--- src/rtl/hs_pkg.sv ---
// hs_pkg: shared definitions for the four-phase handshake blocks.
//   hsState_e   - transmit FSM state encoding
//   SYNC_STAGES - flop count of the acknowledge synchronizer
package hs_pkg;

    localparam int unsigned SYNC_STAGES = 2;

    typedef enum logic [1:0] {
        IDLE         = 2'd0,
        ASSERT_RDY   = 2'd1,
        WAIT_ACK_LOW = 2'd2
    } hsState_e;

endpackage

--- src/rtl/hs_sync.sv ---
// hs_sync: multi-flop synchronizer chain, reset to zero.
//   iClk  - destination clock
//   iRstn - asynchronous active-low reset
//   iD    - asynchronous input bits
//   oQ    - synchronized output (STAGES flops later)
module hs_sync #(
    parameter int unsigned WIDTH  = 1,
    parameter int unsigned STAGES = 2
) (
    input  logic             iClk,
    input  logic             iRstn,
    input  logic [WIDTH-1:0] iD,
    output logic [WIDTH-1:0] oQ
);

    logic [WIDTH-1:0] rChain [STAGES];

    // Shift chain: stage 0 samples the asynchronous input.
    always_ff @(posedge iClk or negedge iRstn) begin
        if (!iRstn) begin
            for (int unsigned i = 0; i < STAGES; i++) begin
                rChain[i] <= '0;
            end
        end else begin
            rChain[0] <= iD;
            for (int unsigned i = 1; i < STAGES; i++) begin
                rChain[i] <= rChain[i-1];
            end
        end
    end

    assign oQ = rChain[STAGES-1];

endmodule

--- src/rtl/hs_tx_arbiter.sv ---
// hs_tx_arbiter: round-robin arbiter feeding one four-phase handshake channel.
// Optional feature macro: HS_ARB_TIMEOUT_EN (abort a transfer whose ack never
// arrives after TIMEOUT_CYCLES cycles in ASSERT_RDY).
//   iTxClk    - clock
//   iRstnTx   - asynchronous active-low reset
//   iReq      - per-requester request level, held until its oDone bit
//   iReqData  - packed payloads, requester i at [i*DATA_WIDTH +: DATA_WIDTH]
//   oDone     - one-cycle pulse to the served requester
//   oBusy     - high whenever the FSM is not IDLE
//   oTxRdy    - channel request towards the receiving domain
//   oData     - channel payload, held for the whole transfer
//   iRxAck    - channel acknowledge, asynchronous to iTxClk
//   oTimeout  - one-cycle pulse on an aborted transfer
module hs_tx_arbiter
    import hs_pkg::*;
#(
    parameter int unsigned DATA_WIDTH     = 32,
    parameter int unsigned NUM_REQ        = 4,
    parameter int unsigned TIMEOUT_CYCLES = 1023
) (
    input  logic                          iTxClk,
    input  logic                          iRstnTx,
    input  logic [NUM_REQ-1:0]            iReq,
    input  logic [NUM_REQ*DATA_WIDTH-1:0] iReqData,
    output logic [NUM_REQ-1:0]            oDone,
    output logic                          oBusy,
    output logic                          oTxRdy,
    output logic [DATA_WIDTH-1:0]         oData,
    input  logic                          iRxAck,
    output logic                          oTimeout
);

    localparam int unsigned PTR_W  = (NUM_REQ > 1) ? $clog2(NUM_REQ) : 1;
    localparam int unsigned WARM_W = $clog2(SYNC_STAGES + 1);

    hsState_e              state;
    hsState_e              nextState;
    logic                  rAckSync;
    logic [PTR_W-1:0]      rPtr;
    logic [PTR_W-1:0]      rGrant;
    logic [PTR_W-1:0]      candIdx;
    logic [PTR_W-1:0]      grantIdx;
    logic                  grantFound;
    logic                  grantValid;
    logic [WARM_W-1:0]     rWarm;
    logic                  syncReady;
    logic                  timeoutHit;
    logic                  abortedQ;

    logic                  nxtTxRdy;
    logic [DATA_WIDTH-1:0] nxtData;
    logic [NUM_REQ-1:0]    nxtDone;
    logic                  nxtTimeout;
    logic [PTR_W-1:0]      nxtPtr;
    logic [PTR_W-1:0]      nxtGrant;

    hs_sync #(
        .WIDTH  (1),
        .STAGES (SYNC_STAGES)
    ) uAckSync (
        .iClk  (iTxClk),
        .iRstn (iRstnTx),
        .iD    (iRxAck),
        .oQ    (rAckSync)
    );

    // The synchronizer reads 0 right after reset regardless of iRxAck, so
    // grants wait until the chain has refilled with a real sample.
    always_ff @(posedge iTxClk or negedge iRstnTx) begin
        if (!iRstnTx) begin
            rWarm <= '0;
        end else if (!syncReady) begin
            rWarm <= rWarm + WARM_W'(1);
        end
    end

    assign syncReady = (rWarm == WARM_W'(SYNC_STAGES));

    // Round-robin search starting at rPtr.
    always_comb begin
        grantFound = 1'b0;
        grantIdx   = '0;
        candIdx    = '0;
        for (int unsigned i = 0; i < NUM_REQ; i++) begin
            candIdx = PTR_W'((32'(rPtr) + i) % NUM_REQ);
            if (!grantFound && iReq[candIdx]) begin
                grantFound = 1'b1;
                grantIdx   = candIdx;
            end
        end
    end

    // No grant while a stale ack is visible or while oDone is still pulsing.
    assign grantValid = grantFound && !rAckSync && syncReady && (oDone == '0);

`ifdef HS_ARB_TIMEOUT_EN
    localparam int unsigned CNT_W = $clog2(TIMEOUT_CYCLES + 1);

    logic [CNT_W-1:0] rTimeoutCnt;

    assign timeoutHit = (state == ASSERT_RDY) && !rAckSync &&
                        (rTimeoutCnt == CNT_W'(TIMEOUT_CYCLES - 1));

    // Cycles spent in ASSERT_RDY; abortedQ suppresses the second oDone.
    always_ff @(posedge iTxClk or negedge iRstnTx) begin
        if (!iRstnTx) begin
            rTimeoutCnt <= '0;
            abortedQ    <= 1'b0;
        end else begin
            if ((state == ASSERT_RDY) && (nextState == ASSERT_RDY)) begin
                rTimeoutCnt <= rTimeoutCnt + CNT_W'(1);
            end else begin
                rTimeoutCnt <= '0;
            end
            if (timeoutHit) begin
                abortedQ <= 1'b1;
            end else if (state == IDLE) begin
                abortedQ <= 1'b0;
            end
        end
    end
`else
    logic unusedTimeoutCfg;

    // The limit only matters when the abort path is built.
    assign unusedTimeoutCfg = ^TIMEOUT_CYCLES;
    assign timeoutHit       = 1'b0;
    assign abortedQ         = 1'b0;
`endif

    // State register.
    always_ff @(posedge iTxClk or negedge iRstnTx) begin
        if (!iRstnTx) begin
            state <= IDLE;
        end else begin
            state <= nextState;
        end
    end

    // Next-state logic.
    always_comb begin
        nextState = state;
        unique case (state)
            IDLE: begin
                if (grantValid) nextState = ASSERT_RDY;
            end
            ASSERT_RDY: begin
                if (rAckSync || timeoutHit) nextState = WAIT_ACK_LOW;
            end
            WAIT_ACK_LOW: begin
                if (!rAckSync) nextState = IDLE;
            end
            default: nextState = IDLE;
        endcase
    end

    // Next values of the registered outputs and arbitration state.
    always_comb begin
        nxtTxRdy   = oTxRdy;
        nxtData    = oData;
        nxtDone    = '0;
        nxtTimeout = 1'b0;
        nxtPtr     = rPtr;
        nxtGrant   = rGrant;
        unique case (state)
            IDLE: begin
                if (grantValid) begin
                    nxtTxRdy = 1'b1;
                    nxtData  = iReqData[32'(grantIdx)*DATA_WIDTH +: DATA_WIDTH];
                    nxtGrant = grantIdx;
                    nxtPtr   = (grantIdx == PTR_W'(NUM_REQ - 1)) ? '0 : grantIdx + PTR_W'(1);
                end
            end
            ASSERT_RDY: begin
                if (rAckSync) begin
                    nxtTxRdy = 1'b0;
                end else if (timeoutHit) begin
                    nxtTxRdy        = 1'b0;
                    nxtDone[rGrant] = 1'b1;
                    nxtTimeout      = 1'b1;
                end
            end
            WAIT_ACK_LOW: begin
                if (!rAckSync && !abortedQ) nxtDone[rGrant] = 1'b1;
            end
            default: begin
                nxtTxRdy = 1'b0;
            end
        endcase
    end

    // Output and arbitration registers.
    always_ff @(posedge iTxClk or negedge iRstnTx) begin
        if (!iRstnTx) begin
            oTxRdy   <= 1'b0;
            oData    <= '0;
            oDone    <= '0;
            oTimeout <= 1'b0;
            oBusy    <= 1'b0;
            rPtr     <= '0;
            rGrant   <= '0;
        end else begin
            oTxRdy   <= nxtTxRdy;
            oData    <= nxtData;
            oDone    <= nxtDone;
            oTimeout <= nxtTimeout;
            oBusy    <= (nextState != IDLE);
            rPtr     <= nxtPtr;
            rGrant   <= nxtGrant;
        end
    end

endmodule

--- config.mk ---
export PLATFORM = sky130hd
export DESIGN_NAME = hs_tx_arbiter
export DESIGN_NICKNAME = d
export VERILOG_FILES = /design/src/rtl/hs_pkg.sv /design/src/rtl/hs_sync.sv /design/src/rtl/hs_tx_arbiter.sv
export SDC_FILE = /design/constraint.sdc
export NUM_CORES = 1
export LEC_CHECK = 0
export CAP_MARGIN = 20
export CORE_AREA = 2 2 96 98
export DETAILED_ROUTE_END_ITERATION = 10
export DIE_AREA = 0 0 98 100
export PLACE_DENSITY = 0.75
export RECOVER_POWER = 25
export SETUP_SLACK_MARGIN = 0.05
export SLEW_MARGIN = 20
export SYNTH_ARGS = -nofsm -noshare
export SYNTH_HDL_FRONTEND = slang
export SYNTH_SLANG_ARGS = --single-unit
--- constraint.sdc ---
create_clock -name iTxClk -period 3.1 [get_ports iTxClk]
set_clock_uncertainty 0.05 [all_clocks]
set_input_delay 0.62 -clock iTxClk [delete_from_list [all_inputs] [get_ports iTxClk]]
set_output_delay 0.62 -clock iTxClk [all_outputs]
set_load 0.03 [all_outputs]
==> results of run 1 <==
==> how the worst max path moves through the flow <==
stage,start,end,depth (start not counted)
6_report,iReq[0],oData[21],7
5_1_grt,iReq[0],oData[31],7
4_1_cts,iReq[0],oData[21],7
3_5_place_dp,iReq[0],oData[17],7
3_3_place_gp,iReq[0],oData[16],7
2_1_floorplan,iReq[0],oData[26],5
==> flip-flops by register name (all words and copies together) (netlist names), named ones only <==
name,flops
state,2
rGrant,2
oBusy,1
rPtr,1
rWarm,2
uAckSync.oQ,1
oData,32
oDone,4
oTxRdy,1
uAckSync.rChain,1
==> layout make-up <==
cell class | count | area (sq um)
Fill cell | 794 | 4150
Timing Repair Buffer | 177 | 1780
Multi-Input combinational cell | 190 | 1500
Sequential cell | 48 | 1200
Tap cell | 111 | 139
Clock buffer | 5 | 68.8
Clock inverter | 3 | 42.5
Inverter | 4 | 15.0
==> worst register-to-register path: cells and delay by family, from the launching register on <==
family | cells | cell delay, ps
AND/OR/NAND/NOR | 2 | 460
buffers and inverters | 1 | 240
flip-flops | 1 | 440
AO/OA/AOI/OAI | 3 | 740
==> logic make-up after synthesis <==
| group | Yosys count |
|---|---|
| AO/OA/AOI/OAI | 50 |
| XOR/XNOR | 2 |
| adder cells (fa/ha/maj) | 1 |
| buffers and inverters | 23 |
| flip-flops | 48 |
| multiplexers | 65 |
| other | 1 |
| AND/OR/NAND/NOR | 71 |
==> cells in the mapped netlist, types with 2 or more instances <==
cell | number | area (sq um)
sky130_fd_sc_hd__a21o_1 | 2 | 15.0
sky130_fd_sc_hd__a21oi_1 | 3 | 15.0
sky130_fd_sc_hd__and4_1 | 2 | 17.5
sky130_fd_sc_hd__buf_2 | 5 | 25.0
sky130_fd_sc_hd__buf_4 | 2 | 15.0
sky130_fd_sc_hd__buf_6 | 11 | 124
sky130_fd_sc_hd__dfrtp_1 | 48 | 1200
sky130_fd_sc_hd__inv_1 | 4 | 15.0
sky130_fd_sc_hd__mux2_1 | 2 | 22.5
sky130_fd_sc_hd__mux2i_1 | 62 | 621
sky130_fd_sc_hd__nand2_1 | 45 | 169
sky130_fd_sc_hd__nand2b_1 | 4 | 25.0
sky130_fd_sc_hd__nand2b_4 | 2 | 27.5
sky130_fd_sc_hd__nand3_1 | 2 | 10.0
sky130_fd_sc_hd__nor2_1 | 8 | 30.0
sky130_fd_sc_hd__o211ai_1 | 2 | 15.0
sky130_fd_sc_hd__o21ai_0 | 4 | 20.0
sky130_fd_sc_hd__o21ai_1 | 3 | 15.0
sky130_fd_sc_hd__o221ai_1 | 22 | 193
sky130_fd_sc_hd__o221ai_2 | 9 | 135
sky130_fd_sc_hd__xnor2_1 | 2 | 17.5
==> routing by layer <==
metal	share of wire	vias to the layer above
li1	-	1292
met1	0.39	1294
met2	0.52	98
met3	0.074	12
met4	0.018	0
met5	0	-
==> cells in the final DEF (no fill, tap or decap), types with 3 or more instances in the layout <==
| cell type | count |
|---|---|
| sky130_fd_sc_hd__clkbuf_8 | 5 |
| sky130_fd_sc_hd__o21ai_1 | 3 |
| sky130_fd_sc_hd__mux2i_1 | 62 |
| sky130_fd_sc_hd__nor2_1 | 8 |
| sky130_fd_sc_hd__nand2b_1 | 4 |
| sky130_fd_sc_hd__o221ai_1 | 22 |
| sky130_fd_sc_hd__o221ai_2 | 9 |
| sky130_fd_sc_hd__dfrtp_1 | 48 |
| sky130_fd_sc_hd__inv_1 | 4 |
| sky130_fd_sc_hd__clkdlybuf4s50_1 | 170 |
| sky130_fd_sc_hd__a21oi_1 | 3 |
| sky130_fd_sc_hd__o21ai_0 | 4 |
| sky130_fd_sc_hd__nand2_1 | 45 |
==> power by group <==
group	internal (mW)	total, mW	switching [mW]
logic	1.04	2.23	1.20
clock network	0.239	0.452	0.214
registers	0.886	1.06	0.178
==> per-stage QoR <==
| step | utilization | cells | hold WS, ps | setup WS (ps) |
|---|---|---|---|---|
| after floorplan | - | 261 | 274 | 1280 |
| after global placement | 0.521 | 530 | 286 | 491 |
| after detailed placement | 0.521 | 530 | 298 | 444 |
| after CTS | 0.534 | 538 | 255 | 762 |
| after global routing | 0.533 | 538 | 320 | 635 |
| final | 0.533 | 538 | 311 | 748 |
==> impl_metrics.env, run 1 <==
export IMPL_cts_root_to_sink_buffers=2
export IMPL_place_congestion=0.819
export IMPL_met1_usage=0.200
export IMPL_fin_nets=562
export IMPL_die_area_sq_um=9800
export IMPL_postPlaceCellArea_sq_um=4630
export IMPL_timing_setup_critical_path_class="primary input to register"
export IMPL_synth_main_ff_cell="sky130_fd_sc_hd__dfrtp_1"
export IMPL_cp_required_ps=3220
export IMPL_worstPathCellList="clkdlybuf4s50_1 -> a21oi_2 -> o21ai_1 -> o2bb2a_4 -> buf_12 -> mux2i_1 -> o221ai_2"
export IMPL_initial_drt_pass_iterations=4
export IMPL_number_of_library_cell_types_mapped_by_synthesis=38
export IMPL_global_route_usage_total=0.173
export IMPL_design_power_total_mw=3.75
export IMPL_syn_inst=261
export IMPL_timing_hold_worst_endpoint="uAckSync.oQ"
export IMPL_final_worst_path_period_need_ps=2350
export IMPL_ff2ff_path_depth=6
export IMPL_worst_hold_path_type="register to register"
export IMPL_i_o_pin_total=174
export IMPL_grt_setup_unrepaired="no"
export IMPL_stdcell_area_sq_um=4740
export IMPL_power_density_nw_per_um2=791
export IMPL_clkLatencyLatePin_ps=290
export IMPL_cp_endpoint_kind="register"
export IMPL_grt_first_pass_wirelength_mm=13.9
export IMPL_use_met3=0.0467
export IMPL_proportion_of_layout_cells_with_a_drive_suffix_above_1=0.0703
export IMPL_dr_wl_cell_um=15.8
export IMPL_clk_root_buffer_cell="sky130_fd_sc_hd__clkbuf_8"
export IMPL_min_path_cells=0
export IMPL_max_cap_viol_count=0
export IMPL_gr_busiest_metal="met2"
export IMPL_post_synth_xor_area_fraction=0.00607
export IMPL_die_height_um=100
export IMPL_worst_hold_startpoint="uAckSync.rChain[1]"
export IMPL_antenna_found_initial=0
export IMPL_num_vias=2696
export IMPL_overall_overflow_remaining_after_global_route=0
export IMPL_count_of_flip_flops_with_a_built_in_enable_after_synthesis=0
export IMPL_final_setup_viol_count=0
export IMPL_routed_wirelength_mm=8.50
export IMPL_floorplan_rows=35
export IMPL_total_neg_setup_slack_ps=0
export IMPL_avgSynthCellArea_sq_um=11.0
export IMPL_cts_repair_resized=0
export IMPL_initial_utilization=0.324
export IMPL_fp_dieW_um=98
export IMPL_layout_area_overhead_vs_synth_pct=64.4
export IMPL_clock_tree_htree_level_count=2
export IMPL_drc=0
export IMPL_hold_buffers=0
export IMPL_run_status="finished, final reports clean"
export IMPL_max_freq_mhz=425
export IMPL_main_combinational_cell_family_by_area_after_synthesis="multiplexers"
export IMPL_post_synth_mux_area_share=0.228
export IMPL_max_slew_worst_pin_slew_ps=1290
export IMPL_finalMaxSlewViolations=0
export IMPL_synth_compound_area_share=0.161
export IMPL_synth_adder_area_share=0.00434
export IMPL_endpoint_of_the_most_critical_register_to_register_path="oData[26]"
export IMPL_tritoncts="built"
export IMPL_dp_hpwl_mm=6.43
export IMPL_max_vdd_ir_drop_mv=0.272
export IMPL_grt_pass1_vias=2896
export IMPL_worst_case_headroom_to_the_max_slew_limit=0.140
export IMPL_hold_viol=0
export IMPL_route_detailed_vias_per_inst=5.01
export IMPL_reg2reg_slack_ps=1060
export IMPL_syn_area_sq_um=2880
export IMPL_clkSinkCount=48
export IMPL_fin_crit_sh=0.759
export IMPL_global_routing_usage_on_met2=0.316
export IMPL_post_synth_and_or_nand_nor_area_fraction=0.119
export IMPL_cpLargestDelayFamily="buffers and inverters"
export IMPL_timing_critical_path_buf_inv=2
export IMPL_fp_coreArea_sq_um=8890
export IMPL_antennaDiodeCount=0
export IMPL_grt_max_degree=33
export IMPL_syn_nets=397
export IMPL_synth_sequential_area_ratio=0.416
export IMPL_post_cts_repair_setup_buffers=0
export IMPL_final_antenna_net_count=0
export IMPL_leak_nw=2.02
export IMPL_port_buffers=172
export IMPL_worstSetupStartpointType="primary input"
export IMPL_flop_and_latch_count_out_of_synthesis=48
export IMPL_first_iter_violations=114
export IMPL_critPathArrivalTime_ps=2470
export IMPL_r2r_start="state[0]"
export IMPL_cp_max_fo=26
export IMPL_crit_path_max_incr_delay_ps=530
export IMPL_synthArstFlopShare=1.00
export IMPL_cts_buffers=5
export IMPL_worst_path_max_delay_cell="sky130_fd_sc_hd__clkdlybuf4s50_1"
export IMPL_cts_clk_slew_worst_paths_ps=90
export IMPL_synthesis_yosys_warnings=0
No activity file was read; power rests on OpenSTA's default activity.
==> run 2, diff against run 1 <==
--- a/config.mk
+++ b/config.mk
@@ -9,7 +9,7 @@
 export CORE_AREA = 2 2 96 98
 export DETAILED_ROUTE_END_ITERATION = 10
 export DIE_AREA = 0 0 98 100
-export PLACE_DENSITY = 0.75
+export PLACE_DENSITY = 0.78
 export RECOVER_POWER = 25
 export SETUP_SLACK_MARGIN = 0.05
 export SLEW_MARGIN = 20
==> constraint.sdc (replaced) <==
create_clock -name iTxClk -period 1.92 [get_ports iTxClk]
set_clock_uncertainty 0.05 [all_clocks]
set_input_delay 0.384 -clock iTxClk [delete_from_list [all_inputs] [get_ports iTxClk]]
set_output_delay 0.384 -clock iTxClk [all_outputs]
set_load 0.03 [all_outputs]
==> run 2 against run 1 <==
  * Combinational power rose by 86%
  * First-iteration DRC count fell by 43%
  * Routed wire length rose by 9.1%
  * Non-clock buffer count rose by 21
  * Critical path type is now register to register
  * Critical endpoint is now oData[26]
  * Largest power group unchanged
  * Highest routed layer unchanged
==> impl_metrics.env, run 2 (synthesis results as in run 1) <==
export IMPL_run_status="finished, final reports clean"
export IMPL_net_switching_power_mw=2.71
export IMPL_placedCellCount=546
export IMPL_initial_utilization=0.324
export IMPL_whs_ps=303
export IMPL_final_antenna_net_count=0
export IMPL_crit_path_max_incr_delay_ps=450
export IMPL_initial_drt_pass_iterations=5
export IMPL_top_regs="oData: 32 flops, oDone: 4 flops"
export IMPL_final_setup_viol_count=0
export IMPL_grt_pass1_vias=3044
export IMPL_floorplan_rows=35
export IMPL_cts_root_to_sink_buffers=2
export IMPL_largest_register="oData"
export IMPL_ff2ff_path_depth=6
export IMPL_power_density_nw_per_um2=1280
export IMPL_first_iter_violations=65
export IMPL_worstSetupStartpointType="register"
export IMPL_worstPathCellList="buf_6 -> mux2_4 -> nand2_2 -> and3_4 -> mux2_4 -> o211a_1"
export IMPL_timing_critical_path_from="rPtr[1]"
export IMPL_fin_crit_sh=0.964
export IMPL_clkSinkCount=48
export IMPL_layout_commonest_cell="sky130_fd_sc_hd__clkdlybuf4s50_1"
export IMPL_cts_clk_slew_worst_paths_ps=80
export IMPL_clock_tree_htree_level_count=2
export IMPL_cp_most_frequent_cell="sky130_fd_sc_hd__mux2_4"
export IMPL_timing_critical_path_buf_inv=1
export IMPL_clkLatencyLatePin_ps=290
export IMPL_worst_case_headroom_to_the_max_slew_limit=0.0955
export IMPL_cts_buffers=5
export IMPL_pre_cts_slack_ps=-374
export IMPL_finalMaxSlewViolations=0
export IMPL_die_area_sq_um=9800
export IMPL_reg2reg_slack_ps=70
export IMPL_cp_required_ps=2060
export IMPL_die_height_um=100
export IMPL_power_clock_fraction=0.096
export IMPL_grt_max_degree=26
export IMPL_dr_wl_cell_um=16.6
export IMPL_gr_busiest_metal="met2"
export IMPL_max_cap_viol_count=0
export IMPL_worst_hold_path_type="register to register"
export IMPL_clk_root_buffer_cell="sky130_fd_sc_hd__clkbuf_8"
export IMPL_route_detailed_vias_per_inst=5.08
export IMPL_num_vias=2840
export IMPL_mostFrequentLayoutCells="166 x sky130_fd_sc_hd__clkdlybuf4s50_1, 59 x sky130_fd_sc_hd__mux2i_1, 47 x sky130_fd_sc_hd__dfrtp_1, 45 x sky130_fd_sc_hd__nand2_1, 16 x sky130_fd_sc_hd__o221ai_1"
export IMPL_design_power_total_mw=6.47
export IMPL_met1_usage=0.219
export IMPL_antennaDiodeCount=0
export IMPL_pwr_share_seq=0.263
export IMPL_cp_endpoint_kind="register"
export IMPL_tritoncts="built"
export IMPL_global_route_usage_total=0.184
export IMPL_endpoint_of_the_most_critical_register_to_register_path="oData[26]"
export IMPL_postPlaceCellArea_sq_um=4830
export IMPL_antenna_found_initial=0
export IMPL_place_congestion=0.773
export IMPL_internal_mw=3.76
export IMPL_cpLargestDelayFamily="multiplexers"
export IMPL_layout_filler_cells=773
export IMPL_grt_first_pass_wirelength_mm=14.6
export IMPL_use_met3=0.0390
export IMPL_port_buffers=172
export IMPL_worst_path_max_delay_cell="sky130_fd_sc_hd__dfrtp_2"
export IMPL_dp_hpwl_mm=7.04
export IMPL_fin_nets=583
export IMPL_critPathCapture="oData[26]"
export IMPL_fp_dieW_um=98
export IMPL_setup_ws_ps=69.5
export IMPL_layout_area_overhead_vs_synth_pct=75.1
export IMPL_max_vdd_ir_drop_mv=0.722
export IMPL_leak_nw=2.18
export IMPL_total_neg_setup_slack_ps=0
export IMPL_max_freq_mhz=540
export IMPL_timing_setup_critical_path_class="register to register"
export IMPL_critPathArrivalTime_ps=1990
export IMPL_proportion_of_layout_cells_with_a_drive_suffix_above_1=0.136
export IMPL_layout_cells_non_filler=559
export IMPL_stdcell_area_sq_um=5050
export IMPL_routed_wirelength_mm=9.27
export IMPL_regArea_sq_um=1200
export IMPL_path_depth=6
export IMPL_i_o_pin_total=174
export IMPL_fp_coreArea_sq_um=8890
export IMPL_r2r_start="rPtr[1]"
export IMPL_cp_max_fo=4
export IMPL_overall_overflow_remaining_after_global_route=0
export IMPL_hold_buffers=0
export IMPL_final_worst_path_period_need_ps=1850
export IMPL_largest_register_ffs=32
export IMPL_final_core_utilization=0.568
export IMPL_grt_setup_unrepaired="yes"
export IMPL_global_routing_usage_on_met2=0.340
export IMPL_multiInputGateArea_sq_um=1550
export IMPL_p_sw_frac=0.419
export IMPL_power_combinational_fraction=0.641
export IMPL_drc=0
export IMPL_max_slew_worst_pin_slew_ps=1360
export IMPL_hold_viol=0
-- run 2: cell count changes in the layout (fill, tap and decap cells not counted), sizes merged, moves of 2 or more --
| cell | delta |
|---|---|
| dlygate4sd2 | +2 |
| dlymetal6s2s | +2 |
| buf | +21 |
| clkbuf | +3 |
| clkdlybuf4s50 | -4 |
-- run 2: timing repair --
action / 4_1_cts / 5_1_grt
cloned: 2 / 0
buffers inserted: 1 / 3
pin swaps: 1 / 4
resized for setup: 6 / 13
endpoints found under the setup margin: 11 / 30
-- run 2: power by group through the flow --
stage	logic (mW)	clock network [mW]	registers (mW)
6_report	4.15	0.618	1.70
5_1_grt	4.41	0.674	1.75
4_1_cts	4.08	0.642	1.71
3_5_place_dp	3.90	0	1.72
3_3_place_gp	3.83	0	1.71
2_1_floorplan	1.73	0	2.36
-- run 2: worst register-to-register path: stages, from the launching register on --
cell,delay (ps)
sky130_fd_sc_hd__dfrtp_2,450
sky130_fd_sc_hd__buf_6,140
sky130_fd_sc_hd__mux2_4,300
sky130_fd_sc_hd__nand2_2,90
sky130_fd_sc_hd__and3_4,220
sky130_fd_sc_hd__mux2_4,310
sky130_fd_sc_hd__o211a_1,200
-- run 2: area by class of cell --
type | count | share of cell area
clock buffer | 8 | 0.0178
inverter | 4 | 0.00297
tap | 111 | 0.0275
multi-input combinational | 190 | 0.308
sequential | 48 | 0.238
timing repair buffer | 198 | 0.406
-- run 2: routing by layer --
layer	part of all wire	routed length, um
met5	0	0
met4	0.018	163
met3	0.057	529
met2	0.52	4820
met1	0.41	3760
-- run 2: worst min path at each step --
stage / start / to / slack, ps / cells after the start
2_1_floorplan: iRstnTx / asynchronous set/reset pin / 40 / 0
3_3_place_gp: uAckSync.rChain[1] / uAckSync.oQ / 280 / 0
3_5_place_dp: uAckSync.rChain[1] / uAckSync.oQ / 290 / 0
4_1_cts: iRstnTx / oData[23] / 50 / 1
5_1_grt: uAckSync.rChain[1] / uAckSync.oQ / 330 / 0
6_report: uAckSync.rChain[1] / uAckSync.oQ / 300 / 0
